<file path="src/rtl/vga_pkg.sv">
// Shared types and default 640x480@60 timing for the VGA display back end.
package vga_pkg;

  typedef enum logic [1:0] {
    ST_IDLE  = 2'd0,
    ST_RUN   = 2'd1,
    ST_FLUSH = 2'd2
  } vga_state_e;

  localparam int DEF_H_DISPLAY = 640;
  localparam int DEF_H_FRONT   = 16;
  localparam int DEF_H_SYNC    = 96;
  localparam int DEF_H_BACK    = 48;
  localparam int DEF_V_DISPLAY = 480;
  localparam int DEF_V_FRONT   = 10;
  localparam int DEF_V_SYNC    = 2;
  localparam int DEF_V_BACK    = 33;
  localparam int DEF_PIXW      = 12;
  localparam int DEF_PPW       = 2;

endpackage

</file>
<file path="src/rtl/vga_timing.sv">
// Free-running VGA h/v counters with combinational active, sync and frame-start decode.
module vga_timing
  import vga_pkg::*;
#(
  parameter int H_DISPLAY = DEF_H_DISPLAY,
  parameter int H_FRONT   = DEF_H_FRONT,
  parameter int H_SYNC    = DEF_H_SYNC,
  parameter int H_BACK    = DEF_H_BACK,
  parameter int V_DISPLAY = DEF_V_DISPLAY,
  parameter int V_FRONT   = DEF_V_FRONT,
  parameter int V_SYNC    = DEF_V_SYNC,
  parameter int V_BACK    = DEF_V_BACK,
  localparam int H_TOTAL  = H_DISPLAY + H_FRONT + H_SYNC + H_BACK,
  localparam int V_TOTAL  = V_DISPLAY + V_FRONT + V_SYNC + V_BACK,
  localparam int HW       = $clog2(H_TOTAL),
  localparam int VW       = $clog2(V_TOTAL)
) (
  input  logic          clk,
  input  logic          rst,
  output logic [HW-1:0] h_cnt,
  output logic          active,
  output logic          hsync,
  output logic          vsync,
  output logic          vblank,
  output logic          frame_start
);

  logic [VW-1:0] v_cnt;
  logic [31:0]   hx;
  logic [31:0]   vx;

  always_ff @(posedge clk) begin
    if (rst) begin
      h_cnt <= '0;
      v_cnt <= '0;
    end else if (h_cnt == HW'(H_TOTAL - 1)) begin
      h_cnt <= '0;
      v_cnt <= (v_cnt == VW'(V_TOTAL - 1)) ? '0 : v_cnt + 1'b1;
    end else begin
      h_cnt <= h_cnt + 1'b1;
    end
  end

  // Compare at 32 bits so a zero back porch cannot overflow the window bounds.
  assign hx          = 32'(h_cnt);
  assign vx          = 32'(v_cnt);
  assign active      = (hx < 32'(H_DISPLAY)) && (vx < 32'(V_DISPLAY));
  assign hsync       = !((hx >= 32'(H_DISPLAY + H_FRONT)) &&
                         (hx <  32'(H_DISPLAY + H_FRONT + H_SYNC)));
  assign vsync       = !((vx >= 32'(V_DISPLAY + V_FRONT)) &&
                         (vx <  32'(V_DISPLAY + V_FRONT + V_SYNC)));
  assign vblank      = (vx >= 32'(V_DISPLAY));
  assign frame_start = (hx == 32'd0) && (vx == 32'd0);

endmodule

</file>
<file path="src/rtl/vga_video_out.sv">
// VGA back end: pops packed pixel words from the async FIFO read side, unpacks
// them into registered RGB/sync pins and recovers from underflow at frame start.
module vga_video_out
  import vga_pkg::*;
#(
  parameter int H_DISPLAY = DEF_H_DISPLAY,
  parameter int H_FRONT   = DEF_H_FRONT,
  parameter int H_SYNC    = DEF_H_SYNC,
  parameter int H_BACK    = DEF_H_BACK,
  parameter int V_DISPLAY = DEF_V_DISPLAY,
  parameter int V_FRONT   = DEF_V_FRONT,
  parameter int V_SYNC    = DEF_V_SYNC,
  parameter int V_BACK    = DEF_V_BACK,
  parameter int PIXW      = DEF_PIXW,
  parameter int PPW       = DEF_PPW,
  localparam int WORDW    = PPW * PIXW,
  localparam int HW       = $clog2(H_DISPLAY + H_FRONT + H_SYNC + H_BACK)
) (
  input  logic             clk,
  input  logic             rst,
  input  logic [WORDW-1:0] fifo_dout,
  input  logic             fifo_empty,
  output logic             fifo_read,
  output logic [PIXW-1:0]  vga_rgb,
  output logic             vga_hsync,
  output logic             vga_vsync,
  output logic             video_on,
  output logic             vblank,
  output logic             underflow,
  input  logic             underflow_clr,
  output vga_state_e       state
);

  localparam int IDXW = (PPW > 1) ? $clog2(PPW) : 1;

  logic [HW-1:0]   h_cnt;
  logic            active;
  logic            hsync_t;
  logic            vsync_t;
  logic            vblank_t;
  logic            frame_start;
  logic [IDXW-1:0] lane;
  logic            need;

  vga_state_e      next_state;
  logic            start_run;
  logic            run_now;
  logic            disp_read;
  logic            underflow_evt;

  logic [IDXW-1:0] idx_s1;
  logic            active_s1;
  logic            hsync_s1;
  logic            vsync_s1;
  logic            vblank_s1;
  logic            word_valid_s1;

  vga_timing #(
    .H_DISPLAY (H_DISPLAY), .H_FRONT (H_FRONT), .H_SYNC (H_SYNC), .H_BACK (H_BACK),
    .V_DISPLAY (V_DISPLAY), .V_FRONT (V_FRONT), .V_SYNC (V_SYNC), .V_BACK (V_BACK)
  ) u_timing (
    .clk         (clk),
    .rst         (rst),
    .h_cnt       (h_cnt),
    .active      (active),
    .hsync       (hsync_t),
    .vsync       (vsync_t),
    .vblank      (vblank_t),
    .frame_start (frame_start)
  );

  assign lane = IDXW'(32'(h_cnt) % PPW);
  assign need = active && (lane == '0);

  // FIFO handshake: fifo_read is a pop request raised only while fifo_empty is
  // low; the popped word sits on fifo_dout from the next cycle until the next pop.
  // A frame start with data present promotes IDLE/FLUSH to RUN in the same cycle,
  // so the word for pixel (0,0) is fetched on time.
  always_comb begin
    next_state    = state;
    start_run     = frame_start && !fifo_empty && (state != ST_RUN);
    run_now       = (state == ST_RUN) || start_run;
    disp_read     = run_now && need && !fifo_empty && !rst;
    underflow_evt = (state == ST_RUN) && need && fifo_empty;
    fifo_read     = disp_read || ((state == ST_FLUSH) && !fifo_empty && !rst);
    unique case (state)
      ST_IDLE:  if (start_run)     next_state = ST_RUN;
      ST_RUN:   if (underflow_evt) next_state = ST_FLUSH;
      ST_FLUSH: if (frame_start)   next_state = fifo_empty ? ST_IDLE : ST_RUN;
      default:                     next_state = ST_IDLE;
    endcase
  end

  always_ff @(posedge clk) begin
    if (rst) begin
      state         <= ST_IDLE;
      underflow     <= 1'b0;
      idx_s1        <= '0;
      active_s1     <= 1'b0;
      hsync_s1      <= 1'b1;
      vsync_s1      <= 1'b1;
      vblank_s1     <= 1'b0;
      word_valid_s1 <= 1'b0;
      vga_rgb       <= '0;
      vga_hsync     <= 1'b1;
      vga_vsync     <= 1'b1;
      video_on      <= 1'b0;
      vblank        <= 1'b0;
    end else begin
      state <= next_state;
      if (underflow_evt)      underflow <= 1'b1;
      else if (underflow_clr) underflow <= 1'b0;

      // Validity is decided once per word and held for its remaining lanes.
      if (need) word_valid_s1 <= disp_read;
      idx_s1    <= lane;
      active_s1 <= active;
      hsync_s1  <= hsync_t;
      vsync_s1  <= vsync_t;
      vblank_s1 <= vblank_t;

      vga_rgb   <= (word_valid_s1 && active_s1) ? fifo_dout[idx_s1*PIXW +: PIXW] : '0;
      vga_hsync <= hsync_s1;
      vga_vsync <= vsync_s1;
      video_on  <= active_s1;
      vblank    <= vblank_s1;
    end
  end

endmodule

</file>
<file path="config.mk">
export PLATFORM = sky130hd
export DESIGN_NAME = vga_video_out
export DESIGN_NICKNAME = d
export VERILOG_FILES = /design/src/rtl/vga_pkg.sv /design/src/rtl/vga_timing.sv /design/src/rtl/vga_video_out.sv
export SDC_FILE = /design/constraint.sdc
export NUM_CORES = 1
export LEC_CHECK = 0
export ABC_AREA = 1
export ABC_CLOCK_PERIOD_IN_PS = 1740
export BUFFER_PORTS_ARGS = -buffer_cell sky130_fd_sc_hd__buf_2
export CORE_MARGIN = 5
export CORE_UTILIZATION = 53
export DETAILED_ROUTE_END_ITERATION = 8
export PLACE_DENSITY = 0.89
export RECOVER_POWER = 100
export SLEW_MARGIN = 25
export SYNTH_ARGS = -nofsm -noshare
export SYNTH_HDL_FRONTEND = slang
export SYNTH_SLANG_ARGS = --single-unit
</file>
<file path="constraint.sdc">
create_clock -name clk -period 1.74 [get_ports clk]
set_clock_uncertainty 0.1 [all_clocks]
set_input_delay 0.348 -clock clk [delete_from_list [all_inputs] [get_ports clk]]
set_output_delay 0.348 -clock clk [all_outputs]
set_load 0.02 [all_outputs]
</file>
==> results of run 1 <==
[report_power, final]
group / total [uW] / switching [uW] / internal, uW
sequential: 1060 / 16.1 / 1050
clock: 788 / 359 / 429
combinational: 201 / 100 / 100
[layer usage]
metal / part of all wire / vias to the layer above / GRT usage
met1: 0.39 / 935 / 0.2148
met3: 0.071 / 14 / 0.04104
met2: 0.51 / 71 / 0.3625
met5: 0 / - / 0
li1: - / 1017 / -
met4: 0.028 / 0 / 0.09658
[cell type report]
cell class / count / share of cell area
Clock buffer: 5 / 0.02488
Timing Repair Buffer: 72 / 0.1497
Multi-Input combinational cell: 182 / 0.3976
Clock inverter: 3 / 0.01673
Sequential cell: 45 / 0.3275
Tap cell: 50 / 0.02261
Inverter: 45 / 0.06106
[worst reg2reg max path: stages, from the launching register on]
cell,delay [ps]
dfxtp_2,340
inv_2,70
ha_4,130
inv_2,50
nor2_4,100
nand2_2,60
nor2_2,100
nand4_1,90
nand2_1,90
nand2_2,80
buf_4,140
buf_4,120
a21oi_2,90
[sequential cells by signal, indices dropped and copies added, names as in the netlist]
| name | count |
|---|---|
| vga_rgb | 12 |
| u_timing.h_cnt | 10 |
| u_timing.v_cnt | 10 |
| state | 2 |
| active_s1 | 1 |
| hsync_s1 | 1 |
| idx_s1 | 1 |
| underflow | 1 |
| vblank | 1 |
| vblank_s1 | 1 |
| vga_hsync | 1 |
| vga_vsync | 1 |
| video_on | 1 |
| vsync_s1 | 1 |
| word_valid_s1 | 1 |
[layout by cell type (no fill, tap or decap), drive strengths merged, types with 9 or more instances in the layout]
cell type / synthesis / layout
a21oi: 9 / 9
nand3: 11 / 11
mux2: 12 / 12
buf: 5 / 52
dfxtp: 45 / 45
nand2: 59 / 59
clkbuf: 1 / 25
inv: 44 / 44
nor2: 43 / 43
nand4: 10 / 10
[worst paths after layout]
| kind | start | end | slack (ps) | depth (start not counted) |
|---|---|---|---|---|
| max reg2reg | u_timing.v_cnt[1] | word_valid_s1 | 100 | 12 |
| min reg2reg | hsync_s1 | vga_hsync | 320 | 1 |
| max | u_timing.v_cnt[1] | fifo_read | -340 | 11 |
| min | underflow_clr | underflow | 210 | 4 |
[timing repair]
action,in CTS,in global routing
gates cloned,0,0
endpoints found under the setup margin,1,2
gates resized for setup,13,15
setup buffers,2,3
endpoints found under the hold margin,0,0
pin swaps,6,7
[metrics by stage]
stage | power (uW) | setup TNS (ps) | utilization | setup WS (ps)
after global routing | 2134 | -438.9 | 0.7017 | -438.9
final | 2050 | -344.7 | 0.7017 | -344.7
after floorplan | 1177 | 0 | - | 76.00
after CTS | 2036 | -301.6 | 0.6915 | -301.6
after global placement | 1241 | 0 | 0.6490 | 22.03
after detailed placement | 1250 | -24.57 | 0.6490 | -24.57
[synthesized netlist by cell type, drive strengths merged]
| cell type | count |
|---|---|
| o31ai | 1 |
| mux2 | 12 |
| inv | 44 |
| dfxtp | 45 |
| or2 | 3 |
| a21oi | 9 |
| o211ai | 1 |
| xnor2 | 2 |
| xor2 | 5 |
| and2 | 1 |
| clkinv | 1 |
| clkbuf | 1 |
| nor2 | 43 |
| nand3 | 11 |
| nor4 | 2 |
| nand2 | 59 |
| buf | 5 |
| nand4 | 10 |
| nor3b | 2 |
| ha | 4 |
| o21a | 3 |
| o21ai | 7 |
| nor3 | 7 |
[cell families after synthesis]
family / after synthesis
simple gates: 138
buf+inv: 51
flops: 45
compound gates: 21
mux: 12
xor+xnor: 7
fa+ha+maj: 4
==> impl_metrics.yaml, run 1 <==
die:
  rows: 23
  core_um2: 3943
  die_h_um: 73.43
  die_area_um2: 5391
  die_w_um: 73.43
  initial_core_util: 0.5408
  num_io_pins: 48
global_route:
  grt_pass1_wl_mm: 8.211
  grt_antenna_before_repair: 0
  overflow: 0
  grt_max_degree: 19
  grt_pass1_vias: 1924
  track_usage: 0.1982
run:
  drv_cap: 0
finish:
  postLayoutCellArea_um2: 2766
  synthToLayoutAreaGrowth_pct: 29.75
  regArea_um2: 905.9
  num-fill-cells: 290
  antennaDiodeCount: 0
  layoutNonFillerInstCount: 402
  multi_input_area_um2: 1100
  drive_gt1_frac: 0.3267
  num-nets-final: 383
route:
  routed-via-count: 2037
  drt-vias-per-instance: 5.067
  routedWlPerCell_um: 13.27
  drc: 0
  wirelength_mm: 5.336
  dr.pass1.iters: 4
  drt_iter0_drc: 142
  ant_nets: 0
place:
  gp_congestion: 0.8326
  hpwl_mm: 3.684
  placed_area_um2: 2559
  placed_cells: 389
  portBuffers: 47
synth:
  synth_area_per_cell_um2: 7.669
  muxShareOfSynthArea: 0.06338
  ys_types: 37
  yosysSeqAreaShare: 0.4225
  netlist.area_leader.share: 0.4225
  synthCells: 278
  yosys_warnings: 0
  synth_compound_area_frac: 0.05869
  synth-adder-area-share: 0.02347
  syn_area_um2: 2132
  synth_top_family_by_area: "simple AND/OR/NAND/NOR gates"
  yosysTopAreaCell: "dfxtp_1"
  synthXorXnorAreaFrac: 0.02876
  postSynthRegisterBits: 45
  synthTopCellsByArea: "dfxtp_1, nand2_1, inv_1, nor2_1, mux2_2"
  syn_nets: 310
  yosys.area_share.simple: 0.3081
critical_path:
  cp_top_family: "simple AND/OR/NAND/NOR gates"
  worstSetupPathType: "reg -> out"
  required_ps: 1290
  critPathArrivalTime_ps: 1640
  critPathMaxFanout: 2
  crit_path_start_kind: "flip-flop"
  cp_cell_sequence: "inv_2, ha_4, inv_2, nor2_4, nand2_2, nor2_2, nand4_1, nand2_1, nand2_2, o31ai_4, buf_6"
  critPathBufInv: 3
  cpMaxStageDelayCell: "dfxtp_2"
  slowest_delay_ps: 340
  worstSetupEndpointType: "output port"
timing:
  worstMarginPinSlew_ps: 858.3
  period_needed_ps: 2085
  setup_ws_ps: -344.7
  relSlewSlack: 0.4278
  max_freq_mhz: 479.7
  finalSetupViolations: 1
  grt_setup_unrepaired: "true"
  hold_viol_final: 0
  hold_slack_ps: 207.9
  maxSlewViolCount: 0
  timing.final.crit_share: 1.198
clocking:
  numCtsBuffers: 5
  clockBufferDepth: 2
  h-tree-depth: 2
  root_buffer: "clkbuf_8"
  cts_hold_buf: 0
  cts.sinks: 45
  clkTransAtPathRegs_ps: 80
  worstSkewPairLatency_ps: 300
  cts_tree: "built"
pwr:
  power_density_nw_per_um2: 741.1
  leakage_uw: 0.001243
  vdd_drop_max_mv: 0.3463
run_status:
  violations: "negative setup slack"
  status: "finished, violations left"
min_path:
  hold_class: "in -> reg"
(Power assumes the default switching activity.)
==> run 2, diff against run 1 <==
--- a/config.mk
+++ b/config.mk
@@ -6,12 +6,12 @@
 export NUM_CORES = 1
 export LEC_CHECK = 0
 export ABC_AREA = 1
-export ABC_CLOCK_PERIOD_IN_PS = 1740
+export ABC_CLOCK_PERIOD_IN_PS = 2100
 export BUFFER_PORTS_ARGS = -buffer_cell sky130_fd_sc_hd__buf_2
 export CORE_MARGIN = 5
-export CORE_UTILIZATION = 53
+export CORE_UTILIZATION = 50
 export DETAILED_ROUTE_END_ITERATION = 8
-export PLACE_DENSITY = 0.89
+export PLACE_DENSITY = 0.86
 export RECOVER_POWER = 100
 export SLEW_MARGIN = 25
 export SYNTH_ARGS = -nofsm -noshare
==> constraint.sdc (replaced) <==
create_clock -name clk -period 2.1 [get_ports clk]
set_clock_uncertainty 0.1 [all_clocks]
set_input_delay 0.42 -clock clk [delete_from_list [all_inputs] [get_ports clk]]
set_output_delay 0.42 -clock clk [all_outputs]
set_load 0.02 [all_outputs]
==> run 2 against run 1 <==
The run still ends with negative setup slack left. Critical path depth down 3. Final cell count fell by 4.0%. Utilization decreased by 6.5 points.
==> impl_metrics.yaml, run 2 (synthesis gave the netlist of run 1 again) <==
finish:
  final_cell_mix: "nand2_1, dfxtp_1, inv_1"
  layout_commonest_cell: "nand2_1"
  synthToLayoutAreaGrowth_pct: 21.19
  layoutNonFillerInstCount: 386
  antennaDiodeCount: 0
  largest_register: "vga_rgb"
  drive_gt1_frac: 0.2768
  reg.largest.list: "vga_rgb: 12 flops, u_timing.h_cnt: 10 flops, u_timing.v_cnt: 10 flops"
  largest_reg_flops: 12
  num-nets-final: 368
  utilization: 0.6368
clocking:
  cts_tree: "built"
  cts_hold_buf: 0
  numCtsBuffers: 5
  h-tree-depth: 2
  root_buffer: "clkbuf_8"
  clkTransAtPathRegs_ps: 80
  cts.sinks: 45
  clockBufferDepth: 2
  worstSkewPairLatency_ps: 300
run_status:
  status: "finished, violations left"
  violations: "negative setup slack"
timing:
  finalSetupViolations: 1
  timing.final.crit_share: 1.012
  hold_viol_final: 0
  period_needed_ps: 2125
  maxSlewViolCount: 0
  hold_slack_ps: 268.6
  max_freq_mhz: 470.6
  setup_ws_ps: -24.91
  worstMarginPinSlew_ps: 916.4
  relSlewSlack: 0.3891
  grt_setup_unrepaired: "true"
  final.setup.tns_ps: -24.91
critical_path:
  worstSetupEndpointType: "output port"
  critPathMaxFanout: 7
  required_ps: 1580
  critPathArrivalTime_ps: 1600
  reg2regPathDepth: 8
  crit_path_start_kind: "flip-flop"
  worstSetupPathType: "reg -> out"
route:
  drc: 0
  routedWlPerCell_um: 11.77
  drt-vias-per-instance: 4.966
  routed-via-count: 1917
  ant_nets: 0
  drt_iter0_drc: 135
  wirelength_mm: 4.542
  dr.pass1.iters: 5
pwr:
  leakage_uw: 0.001165
  vdd_drop_max_mv: 0.3394
  power_density_nw_per_um2: 627.0
global_route:
  grt_pass1_wl_mm: 7.086
  overflow: 0
  grt_antenna_before_repair: 0
  track_usage: 0.1636
  grt_max_degree: 20
  grt_pass1_vias: 1735
place:
  portBuffers: 47
  placed_cells: 373
  gp_congestion: 0.9120
  hpwl_mm: 3.353
run:
  drv_cap: 0
die:
  core_um2: 4058
  die_w_um: 75.30
  die_h_um: 75.30
  num_io_pins: 48
  initial_core_util: 0.5254
  die_area_um2: 5670
  rows: 23
min_path:
  whs_path_depth: 4
  hold_class: "in -> reg"
==> run 2: changes by cell type in the layout (fill, tap and decap cells not counted), sizes merged <==
cell and change:
clkbuf -2, clkinvlp -1, buf -13
==> run 2: critical path, cell delays in order (launching register included) <==
cell     delay, ps
dfxtp_1        400
nor2_2         170
nand2_1         80
nor2_2         140
nand4_1        120
nand2_1         80
nand2_1         70
o31ai_1         70
buf_4          180
==> run 2: timing repair <==
action	in CTS	in global routing
pin swaps	5	5
setup endpoints to repair	1	1
resized for setup	12	5
buffers inserted	4	2
==> run 2: path summary, 6_finish.rpt <==
check	startpoint	endpoint	slack, ps
max	u_timing.h_cnt[5]	fifo_read	-20
min	underflow_clr	underflow	270
max reg2reg	u_timing.h_cnt[1]	u_timing.v_cnt[2]	420
min reg2reg	vblank_s1	vblank	320
==> run 2: per-stage QoR <==
| stage | instance area, um^2 | power (uW) | setup WS (ps) |
|---|---|---|---|
| floorplan | 2132 | 975.2 | 364.0 |
| global placement | 2426 | 1016 | 234.9 |
| detailed placement | 2426 | 1021 | 177.1 |
| CTS | 2585 | 1629 | -73.70 |
| global route | 2584 | 1684 | -120.9 |
| finish | 2584 | 1620 | -24.91 |
==> run 2: metal layers <==
layer,GRT usage,wire length (um)
met3,0.04090,361
met5,0,0
met2,0.2713,2209
met1,0.1884,1904
met4,0.1010,66
==> run 2: cell type report <==
class / instances / area, um^2
clock buffers: 5 / 68.82
multi-input cells: 182 / 1049
fillers: 347 / 1474
inverters: 45 / 171.4
clock inverters: 2 / 35.03
well taps: 50 / 62.56
repair buffers: 57 / 287.8
flip-flops and latches: 45 / 909.6
==> run 2: power by group <==
part	internal (uW)	total, uW	switching (uW)
Combinational	60.8	123	62.4
Clock	345	618	273
Sequential	865	879	13.6
